<file path="config.mk">
export PLATFORM = sky130hd
export DESIGN_NAME = bus_sequencer_flat
export DESIGN_NICKNAME = d
export VERILOG_FILES = /design/src/rtl/bus_sequencer_if.sv /design/src/rtl/bus_sequencer.sv /design/src/flat_wrapper.sv
export SDC_FILE = /design/constraint.sdc
export NUM_CORES = 1
export LEC_CHECK = 0
export BUFFER_PORTS_ARGS = -buffer_cell sky130_fd_sc_hd__buf_2
export CORE_AREA = 3 3 51 87
export DETAILED_ROUTE_END_ITERATION = 7
export DIE_AREA = 0 0 54 90
export PLACE_DENSITY = 0.72
export RECOVER_POWER = 50
export SYNTH_ARGS = -nofsm -noshare
export SYNTH_HDL_FRONTEND = slang
export SYNTH_SLANG_ARGS = --single-unit
</file>
<file path="constraint.sdc">
create_clock -name clk -period 3.8 [get_ports clk]
set_input_delay 0.19 -clock clk [delete_from_list [all_inputs] [get_ports clk]]
set_output_delay 0.19 -clock clk [all_outputs]
set_load 0.01 [all_outputs]
</file>
<file path="src/rtl/bus_sequencer_if.sv">
// Microinstruction, register-bus and memory handshake bundle for bus_sequencer.
// The master side offers microinstructions and answers memory requests.
interface bus_sequencer_if #(
  parameter int NUM_SRC = 9,
  parameter int NUM_DST = 9
);
  logic               uinst_valid;
  logic               uinst_ready;
  logic [3:0]         b_sel;
  logic [NUM_DST-1:0] c_mask;
  logic [1:0]         mem_op;
  logic [NUM_SRC-1:0] b_read_enable;
  logic [NUM_DST-1:0] c_write_enable;
  logic               mem_rd;
  logic               mem_wr;
  logic               mem_fetch;
  logic               mem_ack;
  logic               err;
  logic               err_clear;
  logic               busy;

  modport master (
    output uinst_valid, b_sel, c_mask, mem_op, mem_ack, err_clear,
    input  uinst_ready, b_read_enable, c_write_enable,
           mem_rd, mem_wr, mem_fetch, err, busy
  );

  modport slave (
    input  uinst_valid, b_sel, c_mask, mem_op, mem_ack, err_clear,
    output uinst_ready, b_read_enable, c_write_enable,
           mem_rd, mem_wr, mem_fetch, err, busy
  );
endinterface

</file>
<file path="src/rtl/bus_sequencer.sv">
// Microinstruction sequencer: drives one B-bus source, writes C-bus destinations,
// then optionally issues one memory request and waits for its ack or a timeout.
module bus_sequencer #(
  parameter int NUM_SRC     = 9,
  parameter int NUM_DST     = 9,
  parameter int MEM_TIMEOUT = 8
) (
  input  logic           clk,
  input  logic           reset,
  bus_sequencer_if.slave bus
);

  typedef enum logic [1:0] {
    IDLE  = 2'd0,
    DRIVE = 2'd1,
    WRITE = 2'd2,
    MEM   = 2'd3
  } state_t;

  localparam logic [7:0] CNT_LAST = 8'(MEM_TIMEOUT - 1);

  state_t             state_q, state_d;
  logic [7:0]         cnt_q, cnt_d;
  logic [NUM_DST-1:0] c_mask_q, c_mask_d;
  logic [1:0]         mem_op_q, mem_op_d;
  logic               bad_sel_q, bad_sel_d;

  logic               ready_q, ready_d;
  logic               busy_q, busy_d;
  logic               err_q, err_d;
  logic               rd_q, rd_d;
  logic               wr_q, wr_d;
  logic               fetch_q, fetch_d;
  logic [NUM_SRC-1:0] b_en_q, b_en_d;
  logic [NUM_DST-1:0] c_we_q, c_we_d;
  logic               err_set;

  always_comb begin
    state_d   = state_q;
    cnt_d     = cnt_q;
    c_mask_d  = c_mask_q;
    mem_op_d  = mem_op_q;
    bad_sel_d = bad_sel_q;
    b_en_d    = '0;
    c_we_d    = '0;
    rd_d      = 1'b0;
    wr_d      = 1'b0;
    fetch_d   = 1'b0;
    err_set   = 1'b0;

    case (state_q)
      IDLE: begin
        // ready_q is low for the first cycle after reset, so nothing is taken then
        if (ready_q && bus.uinst_valid) begin
          state_d   = DRIVE;
          c_mask_d  = bus.c_mask;
          mem_op_d  = bus.mem_op;
          bad_sel_d = (32'(bus.b_sel) >= NUM_SRC);
          b_en_d    = (32'(bus.b_sel) < NUM_SRC) ? (NUM_SRC'(1) << bus.b_sel) : '0;
        end
      end
      DRIVE: begin
        state_d = WRITE;
        b_en_d  = b_en_q;
        c_we_d  = c_mask_q;
        err_set = bad_sel_q;
      end
      WRITE: begin
        if (mem_op_q == 2'b00) begin
          state_d = IDLE;
        end else begin
          state_d = MEM;
          cnt_d   = 8'd0;
          rd_d    = (mem_op_q == 2'b01);
          wr_d    = (mem_op_q == 2'b10);
          fetch_d = (mem_op_q == 2'b11);
        end
      end
      MEM: begin
        if (bus.mem_ack) begin
          state_d = IDLE;
        end else begin
          cnt_d = cnt_q + 8'd1;
          if (cnt_q == CNT_LAST) begin
            state_d = IDLE;
            err_set = 1'b1;
          end
        end
      end
      default: state_d = IDLE;
    endcase

    ready_d = (state_d == IDLE);
    busy_d  = (state_d != IDLE);
    // a new error event outranks a simultaneous clear
    err_d   = err_set | (err_q & ~bus.err_clear);
  end

  always_ff @(posedge clk or posedge reset) begin
    if (reset) begin
      state_q   <= IDLE;
      cnt_q     <= 8'd0;
      c_mask_q  <= '0;
      mem_op_q  <= 2'b00;
      bad_sel_q <= 1'b0;
      ready_q   <= 1'b0;
      busy_q    <= 1'b0;
      err_q     <= 1'b0;
      rd_q      <= 1'b0;
      wr_q      <= 1'b0;
      fetch_q   <= 1'b0;
      b_en_q    <= '0;
      c_we_q    <= '0;
    end else begin
      state_q   <= state_d;
      cnt_q     <= cnt_d;
      c_mask_q  <= c_mask_d;
      mem_op_q  <= mem_op_d;
      bad_sel_q <= bad_sel_d;
      ready_q   <= ready_d;
      busy_q    <= busy_d;
      err_q     <= err_d;
      rd_q      <= rd_d;
      wr_q      <= wr_d;
      fetch_q   <= fetch_d;
      b_en_q    <= b_en_d;
      c_we_q    <= c_we_d;
    end
  end

  assign bus.uinst_ready    = ready_q;
  assign bus.busy           = busy_q;
  assign bus.err            = err_q;
  assign bus.mem_rd         = rd_q;
  assign bus.mem_wr         = wr_q;
  assign bus.mem_fetch      = fetch_q;
  assign bus.b_read_enable  = b_en_q;
  assign bus.c_write_enable = c_we_q;

endmodule

</file>
<file path="src/flat_wrapper.sv">
// flat-port wrapper written by rule: the top's interface ports become plain ports
module bus_sequencer_flat 
#(
  parameter int NUM_SRC     = 9,
  parameter int NUM_DST     = 9,
  parameter int MEM_TIMEOUT = 8
)
  (clk, reset, bus_uinst_valid, bus_b_sel, bus_c_mask, bus_mem_op, bus_mem_ack, bus_err_clear, bus_uinst_ready, bus_b_read_enable, bus_c_write_enable, bus_mem_rd, bus_mem_wr, bus_mem_fetch, bus_err, bus_busy);
  bus_sequencer_if #(.NUM_SRC(NUM_SRC), .NUM_DST(NUM_DST)) bus_i ();
  input  logic clk;
  input  logic reset;
  input wire logic [$bits(bus_i.uinst_valid)-1:0] bus_uinst_valid;
  input wire logic [$bits(bus_i.b_sel)-1:0] bus_b_sel;
  input wire logic [$bits(bus_i.c_mask)-1:0] bus_c_mask;
  input wire logic [$bits(bus_i.mem_op)-1:0] bus_mem_op;
  input wire logic [$bits(bus_i.mem_ack)-1:0] bus_mem_ack;
  input wire logic [$bits(bus_i.err_clear)-1:0] bus_err_clear;
  output wire logic [$bits(bus_i.uinst_ready)-1:0] bus_uinst_ready;
  output wire logic [$bits(bus_i.b_read_enable)-1:0] bus_b_read_enable;
  output wire logic [$bits(bus_i.c_write_enable)-1:0] bus_c_write_enable;
  output wire logic [$bits(bus_i.mem_rd)-1:0] bus_mem_rd;
  output wire logic [$bits(bus_i.mem_wr)-1:0] bus_mem_wr;
  output wire logic [$bits(bus_i.mem_fetch)-1:0] bus_mem_fetch;
  output wire logic [$bits(bus_i.err)-1:0] bus_err;
  output wire logic [$bits(bus_i.busy)-1:0] bus_busy;
  assign bus_i.uinst_valid = bus_uinst_valid;
  assign bus_i.b_sel = bus_b_sel;
  assign bus_i.c_mask = bus_c_mask;
  assign bus_i.mem_op = bus_mem_op;
  assign bus_i.mem_ack = bus_mem_ack;
  assign bus_i.err_clear = bus_err_clear;
  assign bus_uinst_ready = bus_i.uinst_ready;
  assign bus_b_read_enable = bus_i.b_read_enable;
  assign bus_c_write_enable = bus_i.c_write_enable;
  assign bus_mem_rd = bus_i.mem_rd;
  assign bus_mem_wr = bus_i.mem_wr;
  assign bus_mem_fetch = bus_i.mem_fetch;
  assign bus_err = bus_i.err;
  assign bus_busy = bus_i.busy;
  bus_sequencer #(.NUM_SRC(NUM_SRC), .NUM_DST(NUM_DST), .MEM_TIMEOUT(MEM_TIMEOUT)) u_core (.clk(clk), .reset(reset), .bus(bus_i));
endmodule
</file>
==> flow_metrics.tcl, run 1 <==
set metrics [dict create \
    status "finished with violations" \
    violations "capacitance limit, slew limit" \
    synth_top_family_by_area "simple AND/OR/NAND/NOR gates" \
    timing.final.crit_share 0.5404 \
    worstPathArrival_ns 2.29 \
    drive_gt1_frac 0.2083 \
    worstHoldPathType "in2reg" \
    p_per_area_mw_per_mm2 658.4 \
    nets 236 \
    io_pins 44 \
    synth_compound_area_frac 0.1101 \
    vias 1381 \
    grt_overflow 0 \
    crit_end "u_core.bus.b_read_enable[6]" \
    chipWidth_um 54 \
    synthMuxAreaShare 0 \
    hold_viol 0 \
    post-dp-hpwl_mm 2.737 \
    drtIter0Drc 32 \
    antenna_found_initial 0 \
    hold_buffers 0 \
    r2r-start "u_core.state_q[0]" \
    area_delta_synth_final_pct 18.92 \
    synth_cells 169 \
    wl_mm 3.835 \
    cts-resized-gates 0 \
    critical_path.top_delay_family "simple AND/OR/NAND/NOR gates" \
    synth_seq_cells 46 \
    r2r_end "u_core.bus.b_read_enable[6]" \
    clock_sinks 46 \
    clock_skew_ns 0.004117 \
    clk_latency_ns 0.29 \
    cp_slowest_cell "nor3b_1" \
    ff2ff_path_depth 4 \
    avgRoutedWirePerCell_um 14.64 \
    clkPwrFrac 0.243 \
    relSlewSlack -0.1201 \
    worstSetupPathDepth 4 \
    grt-busiest-layer "met2" \
    critPathKind "reg2reg" \
    power_frac_seq 0.488 \
    synthAdderAreaFrac 0.006757 \
    cts_buffers 5 \
    gr-usage-met3 0.04305 \
    synthXorXnorAreaFrac 0.009459 \
    tns_ns 0 \
    period_minus_slack_ns 2.053 \
    coreArea_mm2 0.003737 \
    timing.critical_path.required_ns 4.03 \
    cts_setup_buffers 0 \
    initial_utilization 0.4955 \
    grt_pass1_wl_mm 6.768 \
    avgSynthCellArea_um2 10.96 \
    critPathMaxFanout 18 \
    ctsLongestPathBuffers 2 \
    grt_start_max_net_pins 47 \
    grt_use_met2 0.3016 \
    slew_violations 47 \
    max_stage_delay_ns 0.63 \
    ir_drop_mv 0.3522 \
    cp-start-kind "flip-flop" \
    rrSetupSlack_ns 1.75 \
    p_int_uw 965.6 \
    routed_via_density 5.271 \
    clock.fmax_mhz 487.0 \
    drtPass1Iterations 4 \
    synth_warnings 0 \
    setup_viol 0 \
    postRouteAntennaNets 0 \
    path_cells "nor2_1, nand3_1, nor3b_1, a32o_1" \
    ys_seq_area_frac 0.6216 \
    final_cell_count_no_fill 262 \
    leakage_nw 1.165 \
    syn_area_mm2 0.001852 \
    use_met1 0.2271 \
    pre_cts_slack_ns 1.740 \
    antenna_cells 0 \
    rows 29 \
    swShare 0.3340 \
    die_y_um 90 \
    grt_pass1_vias 1485 \
    placedCellCount 254 \
    dieArea_mm2 0.004860 \
    drv_cap 1 \
    synth.net_count 190 \
    cts_root_buf "clkbuf_8" \
    portBuffers 43 \
    drc_errors 0 \
    yosys.cell_types.count 33 \
    clkTransAtPathRegs_ns 0.08 \
    worst_slack_ns 1.747 \
    cts-htree-levels 2 \
    rsz0062_at_grt "false" \
    p_comb_frac 0.269 \
    total_power_mw 1.450 \
    worst-path-buf-inv 0 \
    startpoint "u_core.state_q[0]" \
    cts_tree "built" \
    track_usage 0.1859 \
    place.gp.congestion 0.7384 \
    synth-simple-area-share 0.2331 \
    worst_pin_slew_ns 1.678 \
    p_sw_uw 484.2 \
    endpoint_kind "flip-flop" \
]
[layout make-up]
type	count	area [µm²]
clock buffer	5	68.82
clock inverter	3	40.04
fill	332	1535
inverter	5	18.77
multi-input combinational	114	665.6
sequential	46	1151
tap	46	57.56
timing repair buffer	43	200.2
[metrics by stage]
stage,util,hold slack [ns],area (µm²)
after floorplan,-,0.2954,1852
after global placement,0.5641,0.3812,2108
after detailed placement,0.5641,0.3812,2108
after CTS,0.5932,0.06698,2217
after global routing,0.5892,0.08651,2202
final,0.5892,0.07546,2202
[metal layers]
layer,wire length [µm],part of all wire
met5,0,0
met4,62,0.016
met3,179,0.047
met2,2168,0.57
met1,1425,0.37
[synthesized netlist by cell type, drive strengths merged]
master	number	area share
nor2b	1	0.0034
or3	2	0.0095
a221o	1	0.0054
a21o	2	0.0088
nor3b	2	0.0081
nand3b	1	0.0041
clkbuf	3	0.0061
or4	1	0.0041
and2	11	0.037
a32o	7	0.038
nand2	40	0.085
o21a	1	0.0041
nor3	3	0.0081
and3	5	0.017
nor2	8	0.016
or2b	1	0.0041
a21boi	1	0.010
a21oi	3	0.0081
ha	1	0.0068
o21bai	1	0.0041
and2b	2	0.0095
nand4	4	0.014
dfrtp	46	0.62
o21ai	5	0.014
nand3	5	0.014
inv	5	0.010
xor2	2	0.0095
buf	1	0.0027
o31ai	1	0.0041
a22o	3	0.014
[tightest hold or removal path, stage by stage]
cell,delay (ns)
buf_2,0.07
nand2_1,0.04
nand2_1,0.04
[cells by family after synthesis]
family,after synthesis
compound gates,25
xor+xnor,2
fa+ha+maj,1
buf+inv,9
flops,46
simple gates,86
[worst min path at each step]
stage / start / to / cells after the start / slack (ns)
2_1_floorplan: bus_c_mask[0] / u_core.c_mask_q[0] / 2 / 0.30
3_3_place_gp: bus_c_mask[7] / u_core.c_mask_q[7] / 3 / 0.38
3_5_place_dp: bus_c_mask[7] / u_core.c_mask_q[7] / 3 / 0.38
4_1_cts: bus_c_mask[7] / u_core.c_mask_q[7] / 3 / 0.07
5_1_grt: bus_c_mask[6] / u_core.c_mask_q[6] / 3 / 0.09
6_report: bus_c_mask[7] / u_core.c_mask_q[7] / 3 / 0.08
[flip-flops by register name, summed over array words and instances (netlist names)]
| signal | count |
|---|---|
| u_core.bad_sel_q | 1 |
| u_core.bus.b_read_enable | 9 |
| u_core.bus.busy | 1 |
| u_core.bus.c_write_enable | 9 |
| u_core.bus.err | 1 |
| u_core.bus.mem_fetch | 1 |
| u_core.bus.mem_rd | 1 |
| u_core.bus.mem_wr | 1 |
| u_core.bus.uinst_ready | 1 |
| u_core.c_mask_q | 9 |
| u_core.cnt_q | 8 |
| u_core.mem_op_q | 2 |
| u_core.state_q | 2 |
[layout by cell type (no fill, tap or decap), types with 2 or more instances in the layout]
cell type | Yosys | layout
nor2_1 | 8 | 8
nor3b_1 | 2 | 2
a22o_1 | 3 | 3
and2b_2 | 2 | 2
nand2_1 | 39 | 39
nand4_1 | 4 | 4
and2_1 | 11 | 11
nand3_1 | 5 | 5
clkbuf_1 | 3 | 12
buf_2 | 1 | 31
a21oi_1 | 3 | 3
and3_1 | 5 | 5
clkbuf_8 | 0 | 5
clkinv_2 | 0 | 2
inv_1 | 5 | 5
dfrtp_1 | 46 | 46
o21ai_0 | 5 | 5
a32o_1 | 7 | 7
nor3_1 | 3 | 3
xor2_1 | 2 | 2
[power groups by stage]
| stage | Sequential, mW | Combinational, mW | Clock, mW |
|---|---|---|---|
| CTS | 0.707 | 0.407 | 0.362 |
| global placement | 0.711 | 0.393 | 0 |
| finish | 0.708 | 0.389 | 0.352 |
| global route | 0.730 | 0.447 | 0.383 |
| floorplan | 0.721 | 0.262 | 0 |
| detailed placement | 0.717 | 0.405 | 0 |
Power figures use the tool's default switching activity.
==> run 2, diff against run 1 <==
Settings changed: ABC_AREA from default to 1, CORE_AREA 3 3 51 87 to 3 3 53 91, DIE_AREA 0 0 54 90 to 0 0 56 94.
Clock period 3.8 ns to 1.7 ns, I/O delays scaled along.
==> run 2 against run 1 <==
  * The flow now finishes without violations
  * Via count increased by 12%
  * Combinational power rose to 2.6 times the previous value
  * Register-to-register slack lost 1.4 ns
  * Utilization fell by 1.0 points
  * Worst hold slack worse by 0.074 ns
  * Clock power up 120%
  * Count of clock-buffer cells in the layout unchanged
  * Global-route usage fell by 1.8 points
  * Synthesized area grew 4.9%
  * Largest cell class unchanged
==> flow_metrics.tcl, run 2 <==
set metrics [dict create \
    synth_top_area_share 0.5924 \
    synth_compound_area_frac 0.08307 \
    leakage_nw 1.192 \
    antenna_found_initial 0 \
    avgRoutedWirePerCell_um 12.20 \
    finalInstanceArea_mm2 0.002426 \
    io_pins 44 \
    critPathMaxFanout 7 \
    synth.net_count 232 \
    clock.fmax_mhz 753.1 \
    clock_sinks 46 \
    ir_drop_mv 1.068 \
    tns_ns 0 \
    total_power_mw 3.337 \
    critPathKind "reg2reg" \
    drive_gt1_frac 0.1685 \
    postRouteAntennaNets 0 \
    drv_cap 0 \
    timing.final.crit_share 0.7810 \
    cts-htree-levels 2 \
    ctsLongestPathBuffers 2 \
    portBuffers 43 \
    drtPass1Iterations 4 \
    synth_edf_count 0 \
    rows 31 \
    worstPathArrival_ns 1.49 \
    cp-start-kind "flip-flop" \
    setup_viol 0 \
    nets 293 \
    slew_violations 0 \
    synth_seq_cells 46 \
    rrSetupSlack_ns 0.37 \
    final_util 0.5792 \
    timing.critical_path.required_ns 1.86 \
    synthTopCellsByCount "nand2_1 (55), dfrtp_1 (46), inv_1 (27)" \
    synthAdderAreaFrac 0.006439 \
    post_dp_cell_area_mm2 0.002226 \
    place.gp.congestion 0.7837 \
    p_per_area_mw_per_mm2 1375 \
    cts_tree "built" \
    yosys.cell_types.count 26 \
    synth_area_leaders "dfrtp_1 (59%), nand2_1 (11%), o21ai_0 (5.4%)" \
    endpoint_kind "flip-flop" \
    synth_warnings 0 \
    synthMuxAreaShare 0 \
    cts_buffers 5 \
    synth_top_family_by_area "simple AND/OR/NAND/NOR gates" \
    clk_latency_ns 0.30 \
    initial_utilization 0.4639 \
    worstHoldPathType "in2reg" \
    grt_pass1_wl_mm 6.803 \
    nFillCells 402 \
    synthXorXnorAreaFrac 0 \
    synthFlopType "dfrtp_1" \
    syn_area_mm2 0.001943 \
    period_minus_slack_ns 1.328 \
    chipWidth_um 56 \
    wl_mm 3.928 \
    antenna_cells 0 \
    hold_ws_ns 0.0009687 \
    layout_commonest_cell "nand2_1" \
    grt_pass1_vias 1576 \
    ys_seq_area_frac 0.5924 \
    rsz0062_at_grt "false" \
    clkTransAtPathRegs_ns 0.09 \
    area_delta_synth_final_pct 24.86 \
    routed_via_density 4.789 \
    worst_pin_slew_ns 0.9010 \
    cts_root_buf "clkbuf_8" \
    die_y_um 94 \
    avgSynthCellArea_um2 9.209 \
    synth_cells 211 \
    yosysMostFrequentCell "nand2_1" \
    grt_overflow 0 \
    final_cell_mix "nand2_1 (55), dfrtp_1 (46), inv_1 (27)" \
    synth_async_sr_flop_share 1.000 \
    coreArea_mm2 0.004189 \
    post-dp-hpwl_mm 2.842 \
    cts-resized-gates 0 \
    track_usage 0.1675 \
    drtIter0Drc 35 \
    synth-simple-area-share 0.2428 \
    dieArea_mm2 0.005264 \
    grt_start_max_net_pins 25 \
    drc_errors 0 \
    clock_skew_ns 0.01161 \
    status "complete, no violations" \
    vias 1542 \
    hold_viol 0 \
    relSlewSlack 0.3987 \
    yosysTopAreaCell "dfrtp_1" \
]
-- run 2: path summary, 6_finish.rpt --
kind	from	endpoint	cells after the start
worst max-delay path	u_core.cnt_q[0]	u_core.bus.busy	4
worst min-delay path	bus_c_mask[2]	u_core.c_mask_q[2]	3
worst max register to register	u_core.cnt_q[0]	u_core.bus.busy	4
worst min register to register	u_core.mem_op_q[0]	u_core.bus.mem_wr	1
max in group asynchronous	reset	u_core.bus.b_read_enable[7]	4
min in group asynchronous	reset	u_core.cnt_q[6]	3
-- run 2: power breakdown --
group          switching (mW)  internal (mW)
logic                   0.669          0.332
registers               0.155           1.39
clock network           0.353          0.433
-- run 2: repair_timing --
action / 4_1_cts / 5_1_grt
setup buffers: 0 / 0
hold endpoints to repair: 33 / 0
hold buffers: 12 / 0
-- run 2: kinds of logic after synthesis --
family	count (synthesis)
AND/OR/NAND/NOR	100
flip-flops	46
buffers and inverters	35
AO/OA/AOI/OAI	29
adder cells (fa/ha/maj)	1
-- run 2: layer usage --
metal	track usage	up-vias	routed length (µm)
met5	0	-	0
met4	0.09703	0	91
met3	0.03301	7	139
met2	0.2910	29	2074
met1	0.1876	719	1622
li1	-	787	-
-- run 2: area by class of cell --
class                      instances  area (µm²)  area share
inverter                          31       117.6     0.04848
sequential                        46        1151      0.4745
clock buffer                       5       68.82     0.02837
timing repair buffer              58       341.6      0.1408
multi-input combinational        130       645.6      0.2661
tap                               49       61.31     0.02527
clock inverter                     3       40.04     0.01650
-- run 2: through the flow --
stage,instances,setup WS (ns)
floorplan,211,0.5231
detailed placement,302,0.3997
global route,322,0.2548
global placement,302,0.4267
CTS,322,0.3794
finish,322,0.3722
-- run 2: worst max-delay path, cell delays in order (launching register included) --
cell     delay (ns)
dfrtp_1        0.40
ha_1           0.32
nand3_1        0.15
o21ai_2        0.21
nand4_2        0.10
